--- src/rtl/prmcu_uart_tx_fifo.sv ---
// Buffered UART transmitter: FIFO of FIFO_DEPTH words feeding a 5..9 bit serialiser
// with optional parity, 1/2 stop bits, per-bit clock divider and line-break generation.
module prmcu_uart_tx_fifo #(
    parameter int FIFO_DEPTH = 8,
    parameter int DIV_W      = 16
) (
    input  logic                          clk,
    input  logic                          rst,
    input  logic                          tx_en,
    input  logic [3:0]                    n_data_bits,
    input  logic [1:0]                    parity_mode,
    input  logic [1:0]                    n_stop_bits,
    input  logic [DIV_W-1:0]              baud_div,
    input  logic                          send_break,
    input  logic [8:0]                    in_dat_i,
    input  logic                          in_vld_i,
    output logic                          in_rdy_o,
    output logic [$clog2(FIFO_DEPTH):0]   fifo_level_o,
    output logic                          busy_o,
    output logic                          tx_o
);
    localparam int AW = $clog2(FIFO_DEPTH);
    localparam int LW = AW + 1;

    typedef enum logic [2:0] {S_IDLE, S_START, S_DATA, S_PARITY, S_STOP, S_BREAK, S_MARK} state_t;

    function automatic logic [3:0] clamp_bits(input logic [3:0] n);
        if (n < 4'd5) return 4'd5;
        else if (n > 4'd9) return 4'd9;
        else return n;
    endfunction

    function automatic logic [DIV_W-1:0] clamp_div(input logic [DIV_W-1:0] d);
        return (d < DIV_W'(2)) ? DIV_W'(2) : d;
    endfunction

    function automatic logic parity_bit(input logic [8:0] d, input logic [3:0] n, input logic odd);
        logic [8:0] mask;
        mask = 9'((10'd1 << n) - 10'd1);
        return (^(d & mask)) ^ odd;
    endfunction

    state_t             state_q, state_d;
    logic               tx_q, tx_d, busy_q, busy_d;
    logic [8:0]         shift_q, shift_d;
    logic [3:0]         bit_cnt_q, bit_cnt_d;
    logic [DIV_W-1:0]   timer_q, timer_d, div_q, div_d;
    logic               par_en_q, par_en_d, par_bit_q, par_bit_d, stop2_q, stop2_d;
    logic [AW-1:0]      wr_ptr_q, wr_ptr_d, rd_ptr_q, rd_ptr_d;
    logic [LW-1:0]      level_q, level_d;
    logic [8:0]         mem_q [FIFO_DEPTH];

    logic               push, pop, empty, full, bit_end, start_idle;
    logic [3:0]         cfg_bits, cfg_total;
    logic [DIV_W-1:0]   cfg_div;
    logic               cfg_par_en, cfg_odd, cfg_stop2;
    logic [8:0]         head;

    assign empty     = (level_q == '0);
    assign full      = (level_q == LW'(FIFO_DEPTH));
    assign in_rdy_o  = !rst && !full;
    assign push      = in_vld_i && in_rdy_o;
    assign head      = mem_q[rd_ptr_q];

    assign cfg_bits   = clamp_bits(n_data_bits);
    assign cfg_div    = clamp_div(baud_div);
    assign cfg_par_en = (parity_mode == 2'b01) || (parity_mode == 2'b10);
    assign cfg_odd    = (parity_mode == 2'b10);
    assign cfg_stop2  = (n_stop_bits >= 2'd2);
    assign cfg_total  = 4'd1 + cfg_bits + {3'd0, cfg_par_en} + (cfg_stop2 ? 4'd2 : 4'd1);

    always_comb begin
        state_d    = state_q;
        tx_d       = tx_q;
        shift_d    = shift_q;
        bit_cnt_d  = bit_cnt_q;
        div_d      = div_q;
        par_en_d   = par_en_q;
        par_bit_d  = par_bit_q;
        stop2_d    = stop2_q;
        pop        = 1'b0;
        start_idle = 1'b0;
        bit_end    = (timer_q == '0);
        timer_d    = bit_end ? div_q - DIV_W'(1) : timer_q - DIV_W'(1);

        unique case (state_q)
            S_IDLE: start_idle = 1'b1;
            S_START: if (bit_end) begin
                state_d = S_DATA;
                tx_d    = shift_q[0];
                shift_d = shift_q >> 1;
            end
            S_DATA: if (bit_end) begin
                if (bit_cnt_q != 4'd0) begin
                    tx_d      = shift_q[0];
                    shift_d   = shift_q >> 1;
                    bit_cnt_d = bit_cnt_q - 4'd1;
                end else if (par_en_q) begin
                    state_d = S_PARITY;
                    tx_d    = par_bit_q;
                end else begin
                    state_d   = S_STOP;
                    tx_d      = 1'b1;
                    bit_cnt_d = {3'd0, stop2_q};
                end
            end
            S_PARITY: if (bit_end) begin
                state_d   = S_STOP;
                tx_d      = 1'b1;
                bit_cnt_d = {3'd0, stop2_q};
            end
            S_STOP: if (bit_end) begin
                if (bit_cnt_q != 4'd0) bit_cnt_d = bit_cnt_q - 4'd1;
                else start_idle = 1'b1;
            end
            // Break runs whole bit times; it only ends on a bit boundary once released.
            S_BREAK: if (bit_end) begin
                if (bit_cnt_q != 4'd0) bit_cnt_d = bit_cnt_q - 4'd1;
                else if (!send_break) begin
                    state_d = S_MARK;
                    tx_d    = 1'b1;
                end
            end
            S_MARK: if (bit_end) start_idle = 1'b1;
            default: state_d = S_IDLE;
        endcase

        // Frame-end states share the idle decision so consecutive frames run without a gap.
        if (start_idle) begin
            state_d = S_IDLE;
            tx_d    = 1'b1;
            if (send_break) begin
                state_d   = S_BREAK;
                tx_d      = 1'b0;
                div_d     = cfg_div;
                timer_d   = cfg_div - DIV_W'(1);
                bit_cnt_d = cfg_total - 4'd1;
            end else if (tx_en && !empty) begin
                pop       = 1'b1;
                state_d   = S_START;
                tx_d      = 1'b0;
                shift_d   = head;
                div_d     = cfg_div;
                timer_d   = cfg_div - DIV_W'(1);
                bit_cnt_d = cfg_bits - 4'd1;
                par_en_d  = cfg_par_en;
                par_bit_d = parity_bit(head, cfg_bits, cfg_odd);
                stop2_d   = cfg_stop2;
            end
        end

        busy_d   = (state_d != S_IDLE);
        wr_ptr_d = wr_ptr_q + AW'(push);
        rd_ptr_d = rd_ptr_q + AW'(pop);
        level_d  = level_q;
        if (push && !pop) level_d = level_q + LW'(1);
        else if (pop && !push) level_d = level_q - LW'(1);
    end

    always_ff @(posedge clk) begin
        if (rst) begin
            state_q  <= S_IDLE;
            tx_q     <= 1'b1;
            busy_q   <= 1'b0;
            wr_ptr_q <= '0;
            rd_ptr_q <= '0;
            level_q  <= '0;
        end else begin
            state_q  <= state_d;
            tx_q     <= tx_d;
            busy_q   <= busy_d;
            wr_ptr_q <= wr_ptr_d;
            rd_ptr_q <= rd_ptr_d;
            level_q  <= level_d;
        end
        shift_q   <= shift_d;
        bit_cnt_q <= bit_cnt_d;
        timer_q   <= timer_d;
        div_q     <= div_d;
        par_en_q  <= par_en_d;
        par_bit_q <= par_bit_d;
        stop2_q   <= stop2_d;
    end

    always_ff @(posedge clk) begin
        if (push) mem_q[wr_ptr_q] <= in_dat_i;
    end

    assign fifo_level_o = level_q;
    assign busy_o       = busy_q;
    assign tx_o         = tx_q;
endmodule

--- config.mk ---
export PLATFORM = sky130hd
export DESIGN_NAME = prmcu_uart_tx_fifo
export DESIGN_NICKNAME = d
export VERILOG_FILES = /design/src/rtl/prmcu_uart_tx_fifo.sv
export SDC_FILE = /design/constraint.sdc
export NUM_CORES = 1
export LEC_CHECK = 0
export CORE_ASPECT_RATIO = 1.2
export CORE_MARGIN = 2
export CORE_UTILIZATION = 45
export CTS_CLUSTER_DIAMETER = 50
export CTS_CLUSTER_SIZE = 24
export DETAILED_ROUTE_END_ITERATION = 16
export GPL_TIMING_DRIVEN = 0
export PLACE_DENSITY = 0.64
export SYNTH_ARGS = -nofsm -noshare
export SYNTH_HDL_FRONTEND = slang
export SYNTH_SLANG_ARGS = --single-unit
--- constraint.sdc ---
create_clock -name clk -period 3.97 [get_ports clk]
set_input_delay 0.397 -clock clk [delete_from_list [all_inputs] [get_ports clk]]
set_output_delay 0.397 -clock clk [all_outputs]
set_load 0.05 [all_outputs]
==> metrics.md <==
| Metric | Value |
|---|---|
| Status | completed |
| Reg power frac | 0.420 |
| Clock Power Share | 0.338 |
| DIE AREA | 16,400 um^2 |
| Relative slew margins | 0.2857 |
| Initial drt markers | 402 |
| Num rows | 49 |
| Antenna diodes | 0 |
| Number of global-route vias before repair | 4,936 |
| Final WS setup | 0.1960 ns |
| Largest net degree at the start of global routing | 26 |
| Main synth FF type | edfxtp_1 |
| Fin crit share | 0.9506 |
| Clock buffer depth | 2 |
| Ys async rst share | 0 |
| RSZ-0062 raised after global routing | no |
| Core area | 15,020 um^2 |
| Die H | 139.9 um |
| Final core occ | 0.5461 |
| I/O pin total | 45 |
| P_leak | 2.915 nW |
| Cells after synthesis | 591 |
| Non-Filler Instances | 870 |
| Sequential cell area fraction in the yosys report | 0.5217 |
| Sw Pwr | 0.001465 W |
| Avg Inst Size Synth | 11.72 um^2 |
| Final #Nets | 712 |
| Sum Neg Setup Slack | 0 ns |
| R2R Setup Slk | 0.20 ns |
| Total track usage | 0.2036 |
| Worst hold slack | 0.4241 ns |
| Final Hold Fails | 0 |
| Clock slew at reported path FFs | 0.06 ns |
| Internal Pwr Total | 0.003108 W |
| EDFF count, synth | 91 |
| Vias per inst | 5.736 |
| Max-cap violations | 0 |
| Clock Tree Root | clkbuf_16 |
| Clock Latency Late Sink | 0.42 ns |
| WP data required | 4.32 ns |
| DRC Markers | 0 |
| CTS sink count | 135 |
| Htree depth | 4 |
| CTS tree | yes |
| Synthesis-to-finish area growth | 18.42% |
| Starting Density | 0.4611 |
| Startpoint Class | flop |
| Max VDD drop | 0.3130 mV |
| Crit path DAT | 4.12 ns |
| Ratio of cells with drive above 1 in the final layout | 0.1261 |
| Highest clock rate | 0.2650 GHz |
| Slew Limit Fails | 0 |
| Setup CP Type | reg -> reg |
| Comb power frac | 0.242 |
| Sw Share | 0.3203 |
| Initial antenna violation count | 0 |
| Worst-Margin Slew | 1.068 ns |
| Port buffer count | 42 |
| Total Wirelength | 15.87 mm |
| Post-DP HPWL | 11.32 mm |
| Routability congestion estimate | 0.8823 |
| Critical Path Sink Type | flop |
| Syn Std Cell Area | 6927 um^2 |
| Clock skew | 0.01025 ns |
| Ys Warns | 0 |
| Drt wl/cell | 18.24 um |
| GR Overflow Total | 0 |
| Placed cells | 838 |
| Final setup fails | 0 |
| Most common cell after layout, fill and taps aside | edfxtp_1 |
| First-pass detailed-route iteration total | 6 |
| Worst hold path class | in -> reg |
| Crit-path max FO | 10 |
| Global-route wire length before repair | 25.02 mm |
| Place WS | -0.3975 ns |
| Min cycle time layout | 3.774 ns |
| DR vias | 4,990 |
| Synth Register Bits | 135 |
| P per Cell Area | 557.4 nW/um^2 |
| Commonest cells after routing, fill and taps aside | edfxtp_1, nor2_1, dfxtp_1 |
| Die X | 117.3 um |
| Cts bufs inserted | 17 |
| Yosys cell types | 76 |
| Post-DRT Antenna Nets | 0 |
| Fill cells | 1,294 |
power by group through the flow:
stage               combinational (W)  clock [W]  sequential, W
floorplan                    0.000768          0        0.00194
global placement              0.00106          0        0.00193
detailed placement            0.00110          0        0.00194
CTS                           0.00110    0.00158        0.00192
global route                  0.00122    0.00164        0.00195
finish                        0.00111    0.00154        0.00192
per-stage QoR:
| step | power (W) | area, um^2 |
|---|---|---|
| CTS | 0.004596 | 8194 |
| detailed placement | 0.003042 | 7616 |
| finish | 0.004573 | 8203 |
| global placement | 0.002998 | 7606 |
| floorplan | 0.002712 | 6930 |
| global route | 0.004808 | 8203 |
final cells by class:
class	instances	area, um^2	share of cell area
Multi-Input combinational cell	398	3093	0.3771
Buffer	36	156.4	0.01907
Timing Repair Buffer	42	420.4	0.05125
Clock buffer	17	425.4	0.05186
Tap cell	204	255.2	0.03112
Sequential cell	135	3613	0.4405
Clock inverter	15	152.6	0.01861
Inverter	23	86.33	0.01052
logic make-up after synthesis:
group / count (synthesis) / share of synthesized area
AOI/OAI and AO/OA: 126 / 0.1248
xor gates and xnor gates: 34 / 0.04715
adders and majority gates: 21 / 0.04119
buffers and inverters: 59 / 0.03504
DFF: 135 / 0.5217
muxes: 48 / 0.1031
other: 1 / 0.0005414
and+or+nand+nor: 167 / 0.1264
sequential cells by signal (all words and copies together), names as in the netlist, 4 cells and up:
| name | cells |
|---|---|
| shift_q | 9 |
| mem_q | 72 |
| div_q | 16 |
| bit_cnt_q | 4 |
| fifo_level_o | 4 |
| timer_q | 16 |
worst paths after layout:
check | start | to | cells past startpoint
worst max-delay path | timer_q[11] | timer_q[12] | 12
worst min-delay path | baud_div[2] | div_q[2] | 2
worst max register to register | timer_q[11] | timer_q[12] | 12
worst min register to register | timer_q[3] | timer_q[3] | 2
synthesized netlist by cell type (6+ instances only):
cell type  number  share of area
edfxtp_1       91           0.39
nor2_1         46          0.025
dfxtp_1        44           0.13
nand2_1        30          0.016
a21oi_1        28          0.020
mux2i_1        26          0.038
clkbuf_1       25          0.014
inv_1          21          0.011
nor3_1         20          0.014
xnor2_1        20          0.025
ha_1           18          0.033
mux4_2         18          0.059
a31oi_1        15          0.014
o21ai_0        15          0.011
xor2_1         12          0.015
nand2b_1       11         0.0099
nor2b_1        10         0.0090
o211ai_1       10          0.011
o21ai_1         9         0.0065
buf_2           8         0.0058
nand3_1         7         0.0051
or3_1           6         0.0054
layer usage:
metal	track usage	up-vias	wire [um]
met1	0.2331	2411	6217
met3	0.05106	32	848
met5	0	-	0
met2	0.3542	190	8406
met4	0.08978	0	393
li1	-	2357	-
what timing repair did:
item	in CTS	in global routing
endpoints found under the setup margin	0	1
setup buffers	0	0
hold buffers	0	0
gates resized for setup	0	2
critical path, stage by stage, from the launching register on:
cell	delay (ns)
dfxtp_1	0.33
nor3_1	0.63
nand2_1	0.41
nor2_2	0.50
buf_2	0.37
a21oi_1	0.14
ha_1	0.24
nor2b_1	0.17
and3_1	0.19
o31ai_1	0.16
nor4bb_1	0.21
xor2_1	0.19
a21oi_1	0.16
Power figures use the tool's default switching activity.
